==> src/rtl/inst_axi_rbridge.sv <==
// ============================================================================
// inst_axi_rbridge
// ----------------------------------------------------------------------------
// Instruction-side bridge. It turns the fetch stage's SRAM-like request port
// into single-beat AXI4 read transactions (arlen = 0, INCR) and returns each
// R beat one cycle later as inst_sram_data_ok / inst_sram_rdata.
// The path is read-only. Write-related inputs are accepted but ignored, and no
// write channel exists.
//
// Optional build macro:
//   INST_BRIDGE_RRESP_CHK_EN - builds response checking. inst_sram_data_err
//                              flags SLVERR/DECERR responses. A sticky flag
//                              also reports every response that follows an
//                              unsolicited beat or a beat with a foreign ID.
//                              When the macro is undefined, data_err is tied
//                              to 0.
//
// Parameters:
//   ARID            - fixed AXI read ID driven on arid
//   MAX_OUTSTANDING - accepted-but-unreturned request limit (1..15)
//
// Ports:
//   clk, reset            - clock, synchronous active-high reset
//   inst_sram_req         - fetch request valid
//   inst_sram_wr/wstrb/wdata - ignored (every request is a read)
//   inst_sram_size        - 0/1/2 = 1/2/4 bytes
//   inst_sram_addr        - byte address
//   inst_sram_addr_ok     - request accepted this cycle (combinational)
//   inst_sram_data_ok     - read data valid this cycle (registered)
//   inst_sram_rdata       - read data, holds between responses
//   inst_sram_data_err    - response error flag
//   ar*                   - AXI read address channel (master side)
//   r*                    - AXI read data channel (master side, rready = 1)
// ============================================================================
module inst_axi_rbridge #(
    parameter logic [3:0] ARID            = 4'd0,
    parameter int         MAX_OUTSTANDING = 2
) (
    input  logic        clk,
    input  logic        reset,
    // fetch-stage SRAM-like port
    input  logic        inst_sram_req,
    input  logic        inst_sram_wr,
    input  logic [1:0]  inst_sram_size,
    input  logic [3:0]  inst_sram_wstrb,
    input  logic [31:0] inst_sram_addr,
    input  logic [31:0] inst_sram_wdata,
    output logic        inst_sram_addr_ok,
    output logic        inst_sram_data_ok,
    output logic [31:0] inst_sram_rdata,
    output logic        inst_sram_data_err,
    // AXI read address channel
    output logic [3:0]  arid,
    output logic [31:0] araddr,
    output logic [7:0]  arlen,
    output logic [2:0]  arsize,
    output logic [1:0]  arburst,
    output logic [1:0]  arlock,
    output logic [3:0]  arcache,
    output logic [2:0]  arprot,
    output logic        arvalid,
    input  logic        arready,
    // AXI read data channel
    input  logic [3:0]  rid,
    input  logic [31:0] rdata,
    input  logic [1:0]  rresp,
    input  logic        rlast,
    input  logic        rvalid,
    output logic        rready
);

    // AR state machine: IDLE waits for a request, ADDR presents it on AR.
    localparam logic [0:0] S_IDLE = 1'b0;
    localparam logic [0:0] S_ADDR = 1'b1;

    localparam logic [3:0] MAX_CNT = 4'(MAX_OUTSTANDING);

    logic [0:0] state;
    logic [3:0] cnt;        // accepted requests whose R beat has not returned
    logic [1:0] size_q;
    logic       r_hs;
    logic       cnt_inc;
    logic       cnt_dec;

    // ------------------------------------------------------------------
    // Constant AR fields and the always-ready R channel
    // ------------------------------------------------------------------
    assign arid    = ARID;
    assign arlen   = 8'd0;
    assign arburst = 2'b01;
    assign arlock  = 2'b00;
    assign arcache = 4'd0;
    assign arprot  = 3'd0;
    assign rready  = 1'b1;

    assign arvalid = (state == S_ADDR);
    assign arsize  = {1'b0, size_q};

    // The registered cnt is used here. A returning beat therefore unblocks
    // acceptance one cycle later, never in the same cycle.
    assign inst_sram_addr_ok = inst_sram_req && (state == S_IDLE) && (cnt < MAX_CNT);

    assign r_hs    = rvalid && rready && rlast;
    assign cnt_inc = inst_sram_addr_ok;
    // A beat that arrives with nothing outstanding is a protocol error. It
    // must not wrap the counter.
    assign cnt_dec = r_hs && (cnt != 4'd0);

    // ------------------------------------------------------------------
    // AR channel: latch on accept, hold until the handshake
    // ------------------------------------------------------------------
    // NOTE: every clocked block uses non-blocking (<=) assignments. All
    // registers then update from the same pre-edge values, and no ordering
    // race can occur between always_ff blocks.
    always_ff @(posedge clk) begin
        if (reset) begin
            state  <= S_IDLE;
            araddr <= 32'd0;
            size_q <= 2'd0;
        end else begin
            case (state)
                S_IDLE: begin
                    if (inst_sram_addr_ok) begin
                        state  <= S_ADDR;
                        araddr <= inst_sram_addr;
                        size_q <= inst_sram_size;
                    end
                end
                S_ADDR: begin
                    if (arready) begin
                        state <= S_IDLE;
                    end
                end
                default: state <= S_IDLE;
            endcase
        end
    end

    // ------------------------------------------------------------------
    // Outstanding counter. When an accept and a return coincide, the
    // counter holds its value.
    // ------------------------------------------------------------------
    always_ff @(posedge clk) begin
        if (reset) begin
            cnt <= 4'd0;
        end else begin
            case ({cnt_inc, cnt_dec})
                2'b10:   cnt <= cnt + 4'd1;
                2'b01:   cnt <= cnt - 4'd1;
                default: cnt <= cnt;
            endcase
        end
    end

    // ------------------------------------------------------------------
    // Registered R return path
    // ------------------------------------------------------------------
    always_ff @(posedge clk) begin
        if (reset) begin
            inst_sram_data_ok <= 1'b0;
            inst_sram_rdata   <= 32'd0;
        end else begin
            inst_sram_data_ok <= r_hs;
            if (r_hs) begin
                inst_sram_rdata <= rdata;
            end
        end
    end

`ifdef INST_BRIDGE_RRESP_CHK_EN
    // The sticky flag records a protocol violation: a beat that arrives
    // with nothing outstanding, or a beat with the wrong ID. It sets on the
    // offending beat and affects every response that follows, until reset.
    logic err_sticky;
    logic unused_inputs;

    always_ff @(posedge clk) begin
        if (reset) begin
            err_sticky         <= 1'b0;
            inst_sram_data_err <= 1'b0;
        end else begin
            inst_sram_data_err <= r_hs && (rresp[1] || err_sticky);
            if (r_hs && ((cnt == 4'd0) || (rid != ARID))) begin
                err_sticky <= 1'b1;
            end
        end
    end

    assign unused_inputs = ^{inst_sram_wr, inst_sram_wstrb, inst_sram_wdata, rresp[0]};
`else
    logic unused_inputs;

    assign inst_sram_data_err = 1'b0;
    assign unused_inputs      = ^{inst_sram_wr, inst_sram_wstrb, inst_sram_wdata, rid, rresp};
`endif

endmodule
==> config.mk <==
export PLATFORM = sky130hd
export DESIGN_NAME = inst_axi_rbridge
export DESIGN_NICKNAME = d
export VERILOG_FILES = /design/src/rtl/inst_axi_rbridge.sv
export SDC_FILE = /design/constraint.sdc
export NUM_CORES = 1
export LEC_CHECK = 0
export BUFFER_PORTS_ARGS = -buffer_cell sky130_fd_sc_hd__buf_2
export CORE_MARGIN = 4
export CORE_UTILIZATION = 40
export DETAILED_ROUTE_END_ITERATION = 7
export PLACE_DENSITY = 0.91
export SKIP_LAST_GASP = 1
export SLEW_MARGIN = 20
export SYNTH_ARGS = -nofsm -noshare
export SYNTH_HDL_FRONTEND = slang
export SYNTH_SLANG_ARGS = --single-unit
export TNS_END_PERCENT = 100
==> constraint.sdc <==
create_clock -name clk -period 2.95 [get_ports clk]
set_input_delay 0 -clock clk [delete_from_list [all_inputs] [get_ports clk]]
set_output_delay 0 -clock clk [all_outputs]
set_load 0.01 [all_outputs]
==> metrics.cfg <==
[logic_synthesis]
yosys.area.top_type = dfxtp_1
synth-compound-area-share_pct = 13.3
async_flop_share_pct = 0
syn_inst = 352
yosysTopAreaCellShare_pct = 51.5
syn_area_sq_um = 2800
ys.flop_type = dfxtp_1
synth_top_family_by_area = simple AND/OR/NAND/NOR gates
ys_top_cells_by_area = dfxtp_1, nand2_1, a21oi_1
synthMuxAreaShare_pct = 0
ys_ff_latch = 72
yosysWarnings = 0
synthTopCellsByCount = nand2_1, a21oi_1, dfxtp_1
synth-edff-count = 0
synth_most_common_cell = nand2_1
synth_adder_area_share_pct = 2.06
ys_seq_area_share_pct = 51.5
yosys.cell_types.count = 22
synth_simple_gate_area_share_pct = 20.8
syn_avg_cell_area_sq_um = 7.96
synthXorXnorAreaFrac_pct = 0.626

[cells_and_area]
nets = 667
drive_above_1_share_pct = 28.9
diodes = 0
finalCoreUtilization_pct = 63.8
syn_to_final_growth_pct = 54.7

[timing]
drv_slew = 0
fmax_ghz = 0.441
setup-tns-final_ns = 0
setup_viol = 0
hold_viol_final = 0
clock_skew_ns = 0.00827
period_minus_slack_ns = 2.27
fin_crit_sh_pct = 76.9
slew_headroom_pct = 51.8
rsz0062_at_grt = no
worstMarginPinSlew_ns = 0.723

[critical_path]
r2r_setup_slack_ns = 0.68
cp_common_cell = a21oi_1
crit_type = register to register
cp_top_family = simple AND/OR/NAND/NOR gates
critPathMaxFanout = 3
cp.depth = 8
path_buf_inv = 0
critPathCapture = cnt[3]
r2r-end = cnt[3]
reg2reg_depth = 8
worstReg2RegStart = cnt[3]
slowest_delay_ns = 0.46
worstPathRequired_ns = 3.21
path_cells = nor3_2 > nand3b_4 > ha_1 > ha_1 > a21oi_1 > a21oi_1 > or4_1 > a21oi_1
start_kind = register
crit_path_start = cnt[3]
crit_slowest_cell = or4_1
end_kind = register
crit_arrival_ns = 2.52

[global_routing]
antenna_found_initial = 0
grt_pass1_wl_um = 14200
grt_use_total_pct = 20.9
grt-ovfl-total = 0
grt_max_degree = 73
grt_pass1_vias = 2961

[clocking]
cts_max_path_buffers = 2
cts-buffers-inserted = 9
cts_tree = built
h-tree-depth = 3
path_clk_slew_ns = 0.08
cts.sinks = 72
root_buffer = clkbuf_8
post_cts_buffers = 0
clk_latency_ns = 0.33

[detailed_routing]
wirelength_um = 8850
drt_iter0_drc = 127
dr_total_vias = 3026
post-route-drc-count = 0
drt-pass1-iter-count = 4
via_per_inst = 4.66
wl_per_cell_um = 13.6
ant_nets = 0

[power]
power_density_nw_per_um2 = 660
vdd_drop_max_v = 0.000455
leakage_nw = 2.05

[die]
start_util_pct = 41.2
die_w_um = 91.7
std_cell_rows = 30
ios = 210
die-area_sq_um = 8400
die_h_um = 91.7
core-area_sq_um = 6790

[placement]
place_hpwl_um = 5070
gp_routability_congestion = 0.734
io_buffers = 140

[worst_hold_path]
hp-class = input pin to register

[outcome]
status = completed

[flow_run]
cap_violations = 0

metal layers:
metal  track usage [%]  part of all wire [%]  vias to the layer above
met1              23.1                    38                     1378
met2              36.8                    49                      169
met5                 0                     0                        -
met4              7.79                   1.8                        0
li1                  -                     -                     1460
met3              7.30                    11                       19
registers in the layout (all words and copies together) (netlist names):
register and flops:
cnt 4, inst_sram_data_ok 1, inst_sram_rdata 32, size_q 2
arvalid 1, araddr 32
worst min-delay path, stage by stage:
cell     delay (ns)
buf_2          0.09
nand2_1        0.18
nor2_1         0.13
cell usage in the layout, fill, tap and decap left out, drive strengths merged:
master	n
fa	1
dfxtp	72
clkinvlp	2
and2	1
nor3	1
nand2	133
clkinv	1
inv	3
conb	26
o31ai	1
a21oi	73
nand3	1
nand3b	1
bufinv	3
ha	3
nor2	6
and3	1
buf	142
dlygate4sd3	67
clkbuf	11
or4	1
nand2b	1
xor2	2
timing repair:
| action | 4_1_cts | 5_1_grt |
|---|---|---|
| hold endpoints to repair | 67 | 0 |
| gates resized for setup | 0 | 0 |
| endpoints found under the setup margin | 0 | 0 |
| hold buffers | 67 | 0 |
worst min path at each step:
| stage | cells after the start | end | from |
|---|---|---|---|
| 2_1_floorplan | 2 | araddr[0] | inst_sram_addr[0] |
| 3_3_place_gp | 3 | inst_sram_rdata[30] | rdata[30] |
| 3_5_place_dp | 3 | inst_sram_rdata[13] | rdata[13] |
| 4_1_cts | 3 | inst_sram_data_ok | rvalid |
| 5_1_grt | 3 | inst_sram_data_ok | rlast |
| 6_report | 3 | inst_sram_data_ok | rlast |
cells by family after synthesis:
family	count (synthesis)
simple gates	146
compound gates	74
flops	72
buf+inv	52
fa+ha+maj	4
xor+xnor	2
other cells	2
final cells by class:
| class | instances | area [sq um] |
|---|---|---|
| clock buffer | 11 | 131 |
| clock inverter | 5 | 105 |
| fill | 524 | 2460 |
| inverter | 4 | 16.3 |
| multi-input combinational | 252 | 1130 |
| sequential | 72 | 1440 |
| tap | 96 | 120 |
| timing repair buffer | 209 | 1390 |
power breakdown:
part / leakage (nW) / switching, mW / internal (mW)
registers: 0.590 / 0.0718 / 1.10
logic: 1.35 / 0.456 / 0.314
clock network: 0.110 / 0.354 / 0.563
total: 2.05 / 0.882 / 1.98
through the flow:
step | setup WS, ns | total power [mW] | cell area, sq um | hold WS [ns] | instances
after global routing | 0.490 | 3.04 | 4330 | 0.128 | 649
after CTS | 0.659 | 2.87 | 4330 | 0.0692 | 649
final | 0.683 | 2.86 | 4330 | 0.109 | 649
after global placement | 0.770 | 1.85 | 3420 | 0.240 | 566
after floorplan | 0.555 | 1.69 | 2890 | 0.136 | 376
after detailed placement | 0.681 | 1.88 | 3420 | 0.245 | 566
(Power assumes the default switching activity.)
